===== src/rtl/instr_fetch_unit.sv =====
// Instruction fetch unit: PC, req/ack instruction fetch, issue to the ControlUnit, and next-PC resolution.
// Optional MIPS branch delay slot: define IFU_DELAY_SLOT_EN.
module instr_fetch_unit #(
    parameter logic [31:0] RESET_PC    = 32'h0000_0000,
    parameter int unsigned TIMEOUT_CYC = 16
) (
    input  logic        clk,
    input  logic        rst_n,
    output logic        imem_req,
    output logic [31:0] imem_addr,
    input  logic        imem_ack,
    input  logic [31:0] imem_rdata,
    input  logic        stall,
    input  logic        Branch,
    input  logic        nBranch,
    input  logic        Jump,
    input  logic        Zero,
    output logic [31:0] instr,
    output logic        instr_valid,
    output logic [5:0]  OP,
    output logic [5:0]  func,
    output logic [31:0] pc,
    output logic [31:0] pc_plus4,
    output logic        fault
);

    localparam int unsigned CW = $clog2(TIMEOUT_CYC + 1);

    typedef enum logic [1:0] {S_FETCH, S_WAIT, S_ISSUE, S_FAULT} state_t;

    state_t        state, state_nxt;
    logic [CW-1:0] cnt;
    logic [31:0]   pc_r;
    logic [31:0]   instr_r;
    logic [31:0]   jump_tgt;
    logic [31:0]   branch_tgt;
    logic [31:0]   redirect_tgt;
    logic          redirect;

`ifdef IFU_DELAY_SLOT_EN
    logic          pend_valid;
    logic [31:0]   pend_tgt;
`endif

    always_ff @(posedge clk) begin
        if (!rst_n) state <= S_FETCH;
        else        state <= state_nxt;
    end

    always_comb begin
        state_nxt = state;
        case (state)
            S_FETCH: state_nxt = imem_ack ? S_ISSUE : S_WAIT;
            S_WAIT: begin
                if (imem_ack)                     state_nxt = S_ISSUE;
                else if (cnt == CW'(TIMEOUT_CYC)) state_nxt = S_FAULT;
            end
            S_ISSUE: if (!stall) state_nxt = S_FETCH;
            S_FAULT: state_nxt = S_FAULT;
            default: state_nxt = S_FETCH;
        endcase
    end

    // Outputs are gated by rst_n so they read inactive throughout a reset, not only after its edge.
    always_comb begin
        imem_req    = rst_n && (state == S_FETCH || state == S_WAIT);
        instr_valid = rst_n && (state == S_ISSUE);
        fault       = rst_n && (state == S_FAULT);
    end

    assign pc_plus4     = pc_r + 32'd4;
    assign jump_tgt     = {pc_plus4[31:28], instr_r[25:0], 2'b00};
    assign branch_tgt   = pc_plus4 + {{14{instr_r[15]}}, instr_r[15:0], 2'b00};
    assign redirect     = Jump | (Branch & Zero) | (nBranch & ~Zero);
    assign redirect_tgt = Jump ? jump_tgt : branch_tgt;

    always_ff @(posedge clk) begin
        if (!rst_n) begin
            pc_r    <= RESET_PC;
            instr_r <= '0;
            cnt     <= '0;
`ifdef IFU_DELAY_SLOT_EN
            pend_valid <= 1'b0;
            pend_tgt   <= '0;
`endif
        end else begin
            case (state)
                S_FETCH: begin
                    if (imem_ack) instr_r <= imem_rdata;
                    else          cnt     <= CW'(1);
                end
                S_WAIT: begin
                    if (imem_ack) begin
                        instr_r <= imem_rdata;
                        cnt     <= '0;
                    end else if (cnt != CW'(TIMEOUT_CYC)) begin
                        cnt <= cnt + CW'(1);
                    end
                end
                S_ISSUE: begin
                    if (!stall) begin
`ifdef IFU_DELAY_SLOT_EN
                        // Issuing the delay slot itself: its control inputs are ignored.
                        if (pend_valid) begin
                            pc_r       <= pend_tgt;
                            pend_valid <= 1'b0;
                        end else begin
                            pc_r <= pc_plus4;
                            if (redirect) begin
                                pend_valid <= 1'b1;
                                pend_tgt   <= redirect_tgt;
                            end
                        end
`else
                        pc_r <= redirect ? redirect_tgt : pc_plus4;
`endif
                    end
                end
                default: ;
            endcase
        end
    end

    assign imem_addr = pc_r;
    assign pc        = pc_r;
    assign instr     = instr_r;
    assign OP        = instr_r[31:26];
    assign func      = instr_r[5:0];

endmodule


===== config.mk =====
export PLATFORM = sky130hd
export DESIGN_NAME = instr_fetch_unit
export DESIGN_NICKNAME = d
export VERILOG_FILES = /design/src/rtl/instr_fetch_unit.sv
export SDC_FILE = /design/constraint.sdc
export NUM_CORES = 1
export LEC_CHECK = 0
export CORE_MARGIN = 1
export CORE_UTILIZATION = 50
export DETAILED_ROUTE_END_ITERATION = 8
export GPL_TIMING_DRIVEN = 1
export HOLD_SLACK_MARGIN = 0.03
export PLACE_DENSITY = 0.9
export SETUP_SLACK_MARGIN = 0.1
export SYNTH_ARGS = -nofsm -noshare
export SYNTH_HDL_FRONTEND = slang
export SYNTH_SLANG_ARGS = --single-unit

===== constraint.sdc =====
create_clock -name clk -period 6.3 [get_ports clk]
set_input_delay 0.945 -clock clk [delete_from_list [all_inputs] [get_ports clk]]
set_output_delay 0.945 -clock clk [all_outputs]
set_load 0.005 [all_outputs]

======== Word-level counts from Yosys, hierarchy flattened ========
Cells that the tools add are included.
word-level totals
  logic and storage cells ................. 44
  input port bits ......................... 40
  register bits ........................... 71
  output and inout bits ................... 143
operators by class
  reduce and logical (&&, ||, !) cells .... 11
  bitwise logic cells ..................... 6
  muxes and demuxes ....................... 11
  add/sub/neg operators ................... 3
  equality and inequality tests ........... 9
operator list
  operator                 number
  $mux W32                 2
  $add A32 B3 Y32 const B  1
  $add A32 B32 Y32         1
  $mux W5                  3
  $pmux W5 S2              1
  $mux W2                  4
  $pmux W2 S4              1
  $reduce_and A2 Y1        3
  $add A5 B1 Y5 const B    1
  $eq A5 B5 Y1 const B     1
  $ne A5 B5 Y1 const B     1
  $eq A2 B2 Y1 const B     2
  $ne A2 B2 Y1 const B     2
  $logic_and A1 B1 Y1      3
  $ne A3 B2 Y1 const B     1
  $ne A3 B3 Y1 const B     1
  $reduce_and A3 Y1        1
  $and A1 B1 Y1            2
  $eq A2 B1 Y1 const B     1
  $logic_not A2 Y1         1
  $not A1 Y1               2
  $or A1 B1 Y1             2
  $reduce_bool A2 Y1       1
  $reduce_or A2 Y1         1
  $logic_or A1 B1 Y1       1

======== Depth between registers and ports, before layout ========
  word-level depth ........................ 4
  gate-level depth with buffers ........... 18

======== Least setup slack after synthesis ========
Ideal clock, no wire load.
  path kind ............................... register to register
  from .................................... reg pc_r[11], in the netlist imem_addr[11]
  to ...................................... reg pc_r[25], in the netlist imem_addr[25]
  library setup time ...................... 0.132 ns
  path buffers ............................ 2
  path slack .............................. 2.573 ns
  stages on the path, launching flop included .. 18
  arrival time ............................ 3.596 ns
  required time ........................... 6.168 ns
  clock period less this slack ............ 3.727 ns
  cell sequence ........................... dfxtp_1 buf_2 nand4_1 nor4_2 nand3_2 nor2_1 nand2_1 xnor2_1 ha_1 clkbuf_1 and4_1 a221o_1 or3_1 o21ai_2 o21ai_2 xor2_1 a2111oi_2 nor3_1
between the ends
  cells in the longest elaborated chain, start to end .. 4
ends and longest elaborated chain
  element                   line  text
  start: declaration        33    logic [31:0] pc_r;
  start signal: assignment  115   pc_r <= redirect ? redirect_tgt : pc_plus4;
  $add A32 B3 Y32           71    assign pc_plus4 = pc_r + 32'd4;
  via pc_plus4[20]          23    output logic [31:0] pc_plus4,
  $add A32 B32 Y32          73    assign branch_tgt = pc_plus4 + {{14{instr_r[15]}}, instr_r[15:0], 2'b00};
  $mux W32                  75    assign redirect_tgt = Jump ? jump_tgt : branch_tgt;
  $mux W32                  115
The timed path passes the listed nets, and every way through them passes these cells.
A chain may end at the register's enable or synchronous reset.

======== Worst setup path in the final report ========
  from .................................... in rst_n
  to ...................................... out imem_req
between the ends
  cells in the longest elaborated chain, start to end .. 1
ends and longest elaborated chain
  element              line  text
  start: declaration   8     input logic rst_n,
  $logic_and A1 B1 Y1  66    imem_req = rst_n && (state == S_FETCH || state == S_WAIT);
  end: declaration     9     output logic imem_req,
Every way passes these cells.

==> flow_summary.json <==
{
  "skew_ns": 0.007289,
  "io_pins": 183,
  "r2r_setup_slack_ns": 1.98,
  "yosys.area.top_type": "dfxtp_1",
  "irDropWorstVdd_uv": 147.4,
  "worst-r2r-cell-count": 15,
  "rsz0062_at_grt": "no",
  "numCtsBuffers": 9,
  "cts_tree": "yes",
  "async_reset_ff_frac": 0,
  "hold_viol_final": 0,
  "antenna_left": 0,
  "grt_overflow": 0,
  "endpoint": "imem_req",
  "drive_above_1_share": 0.05507,
  "drt_iter0_markers": 631,
  "fin_crit_sh": 0.7022,
  "dieArea_sq_um": 12010,
  "reg2reg_from": "imem_addr[12]$_SDFFE_PN0P_",
  "grt_pass1_vias": 5722,
  "grt_start_max_net_pins": 35,
  "cts_resized": 0,
  "powerDensity_nw_per_um2": 177.9,
  "required_ns": 5.35,
  "drv_slew": 0,
  "synth_top_area_share": 0.2387,
  "netlist_area_sq_um": 5787,
  "drc": 0,
  "syn_area_per_cell_sq_um": 7.334,
  "synth.distinct_cells": 74,
  "coreArea_sq_um": 11080,
  "placement.cell_area_sq_um": 7306,
  "crit_start": "rst_n",
  "drv_cap": 0,
  "cts_sinks": 69,
  "path_class": "in -> out",
  "fmax_ghz": 0.2260,
  "cts-root-buf": "clkbuf_16",
  "hold_start": "instr[22]$_SDFFE_PN0P_",
  "startpoint_type": "primary input",
  "die_h_um": 109.6,
  "finalCriticalPeriod_ns": 4.424,
  "hp-class": "reg -> reg",
  "holdBufCountCts": 0,
  "max_slew.worst_pin.slew_ns": 0.8053,
  "synth_area_leaders": "dfxtp_1 24%, nand2_1 9.0%, ha_1 8.2%",
  "start_util": 0.5224,
  "area.growth.synth_to_final_pct": 31.39,
  "wl_per_cell_um": 17.69,
  "vias_per_cell": 6.008,
  "yosysWarnings": 0,
  "timing.rr.end": "imem_addr[29]$_SDFFE_PN0P_",
  "drt_pass1_iterations": 5,
  "gp_congestion": 0.9524,
  "synthCells": 789,
  "grt_pass1_wl_um": 29270,
  "die_w_um": 109.6,
  "numPortBuffers": 176,
  "rows": 38,
  "num_vias": 6296,
  "timing.hold.ws_ns": 0.4766,
  "leakage_nw": 2.966,
  "ys_seq_area_frac": 0.2387,
  "h-tree-depth": 3,
  "setup_viol": 0,
  "relSlewSlack": 0.4615,
  "synth-seq-cells": 69,
  "finalWirelength_um": 18540,
  "finalSetupTns_ns": 0,
  "insertedDiodeCount": 0,
  "crit_fanout": 23,
  "fin_area_sq_um": 7604,
  "fin_nets": 982,
  "antenna_found_initial": 0,
  "cts.clk_slew.worst_paths_ns": 0.06,
  "grtUsageTotal": 0.3169,
  "synth_edf_count": 0,
  "crit_path_end_kind": "output port",
  "status": "completed",
  "dpl.hpwl_um": 13740,
  "worstPathArrival_ns": 3.48,
  "power_w": 0.001352,
  "clk_latency_ns": 0.34,
  "postCtsSetupRepairBufs": 0,
  "ys.flop_type": "dfxtp_1",
  "clockBufferDepth": 2
}
[how the worst min path moves through the flow]
stage | endpoint | cells past startpoint | slack (ns)
detailed placement | instr[22]$_SDFFE_PN0P_ | 2 | 0.47
CTS | instr[22]$_SDFFE_PN0P_ | 2 | 0.48
floorplan | instr[17]$_SDFFE_PN0P_ | 2 | 0.46
global route | instr[23]$_SDFFE_PN0P_ | 2 | 0.50
global placement | instr[22]$_SDFFE_PN0P_ | 2 | 0.46
finish | instr[22]$_SDFFE_PN0P_ | 2 | 0.48
[per-stage QoR]
stage / utilization / cells / setup WS, ns
5_1_grt: 0.6864 / 1048 / 1.738
4_1_cts: 0.6864 / 1048 / 1.929
3_5_place_dp: 0.6595 / 1032 / 1.923
3_3_place_gp: 0.6595 / 1032 / 1.941
2_1_floorplan: - / 794 / 2.573
6_report: 0.6864 / 1048 / 1.876
[logic make-up after synthesis]
family	share of synthesized area
muxes	0.008865
DFF	0.2387
AOI/OAI and AO/OA	0.2580
other	0.0006480
adders and majority gates	0.08562
xor gates and xnor gates	0.08022
buffers and inverters	0.09838
and+or+nand+nor	0.2296
[state kept, by name, summed over array words and instances, names as in the netlist]
register / flops
instr: 32
imem_addr: 30
cnt: 5
state: 2
[cell usage after synthesis, drive strengths merged, types with 3 or more instances]
library cell / instances
nand2: 139
o2111ai: 3
a21o: 14
xnor2: 35
dfxtp: 69
buf: 50
ha: 38
o211ai: 17
a211oi: 8
and2: 5
nand4: 12
o21bai: 5
nor4: 3
o21ai: 53
inv: 15
o221ai: 3
a21oi: 80
nand3: 29
a22oi: 6
nor2: 52
a221oi: 3
xor2: 18
o22ai: 4
nor3: 10
a221o: 3
and3: 15
clkbuf: 37
mux2i: 4
a31oi: 9
nand2b: 6
and4: 5
a41oi: 3
[worst max-delay path: stages]
cell and delay [ns]:
clkdlybuf4s50_1 0.99, clkinv_1 0.74, nor2_1 0.25, clkdlybuf4s50_1 0.54
[where the power goes]
| part | leakage, nW | internal [W] | total, W | switching [W] |
|---|---|---|---|---|
| registers | 0.564 | 0.000462 | 0.000500 | 0.0000382 |
| clock network | 0.142 | 0.000308 | 0.000520 | 0.000212 |
| logic | 2.26 | 0.000169 | 0.000333 | 0.000164 |
| total | 2.97 | 0.000939 | 0.00135 | 0.000414 |
[routing by layer]
layer  global-route usage  wire, um
met2               0.5094      8382
met1               0.4142      7845
met5                    0         0
met3              0.07825      1858
met4               0.1057       454
[cells in the final DEF, fill, tap and decap left out, drive strengths merged, types with 8 or more instances in the layout]
cell type / netlist / final
clkdlybuf4s50: 0 / 176
nand2: 139 / 139
a21oi: 80 / 80
dfxtp: 69 / 69
o21ai: 53 / 53
nor2: 52 / 52
ha: 38 / 38
xnor2: 35 / 35
nand3: 29 / 29
xor2: 18 / 18
o211ai: 17 / 17
inv: 15 / 17
and3: 15 / 15
a21o: 14 / 14
nand4: 12 / 12
nor3: 10 / 10
a31oi: 9 / 9
clkbuf: 37 / 9
buf: 50 / 9
a211oi: 8 / 8
[cell type report]
cell class	instances	area, sq um
multi-input cells	622	3860
fillers	955	3475
repair buffers	185	1829
flip-flops and latches	69	1381
clock buffers	9	225.2
well taps	140	175.2
clock inverters	7	72.57
inverters	16	60.06
No activity file was read; power rests on OpenSTA's default activity.
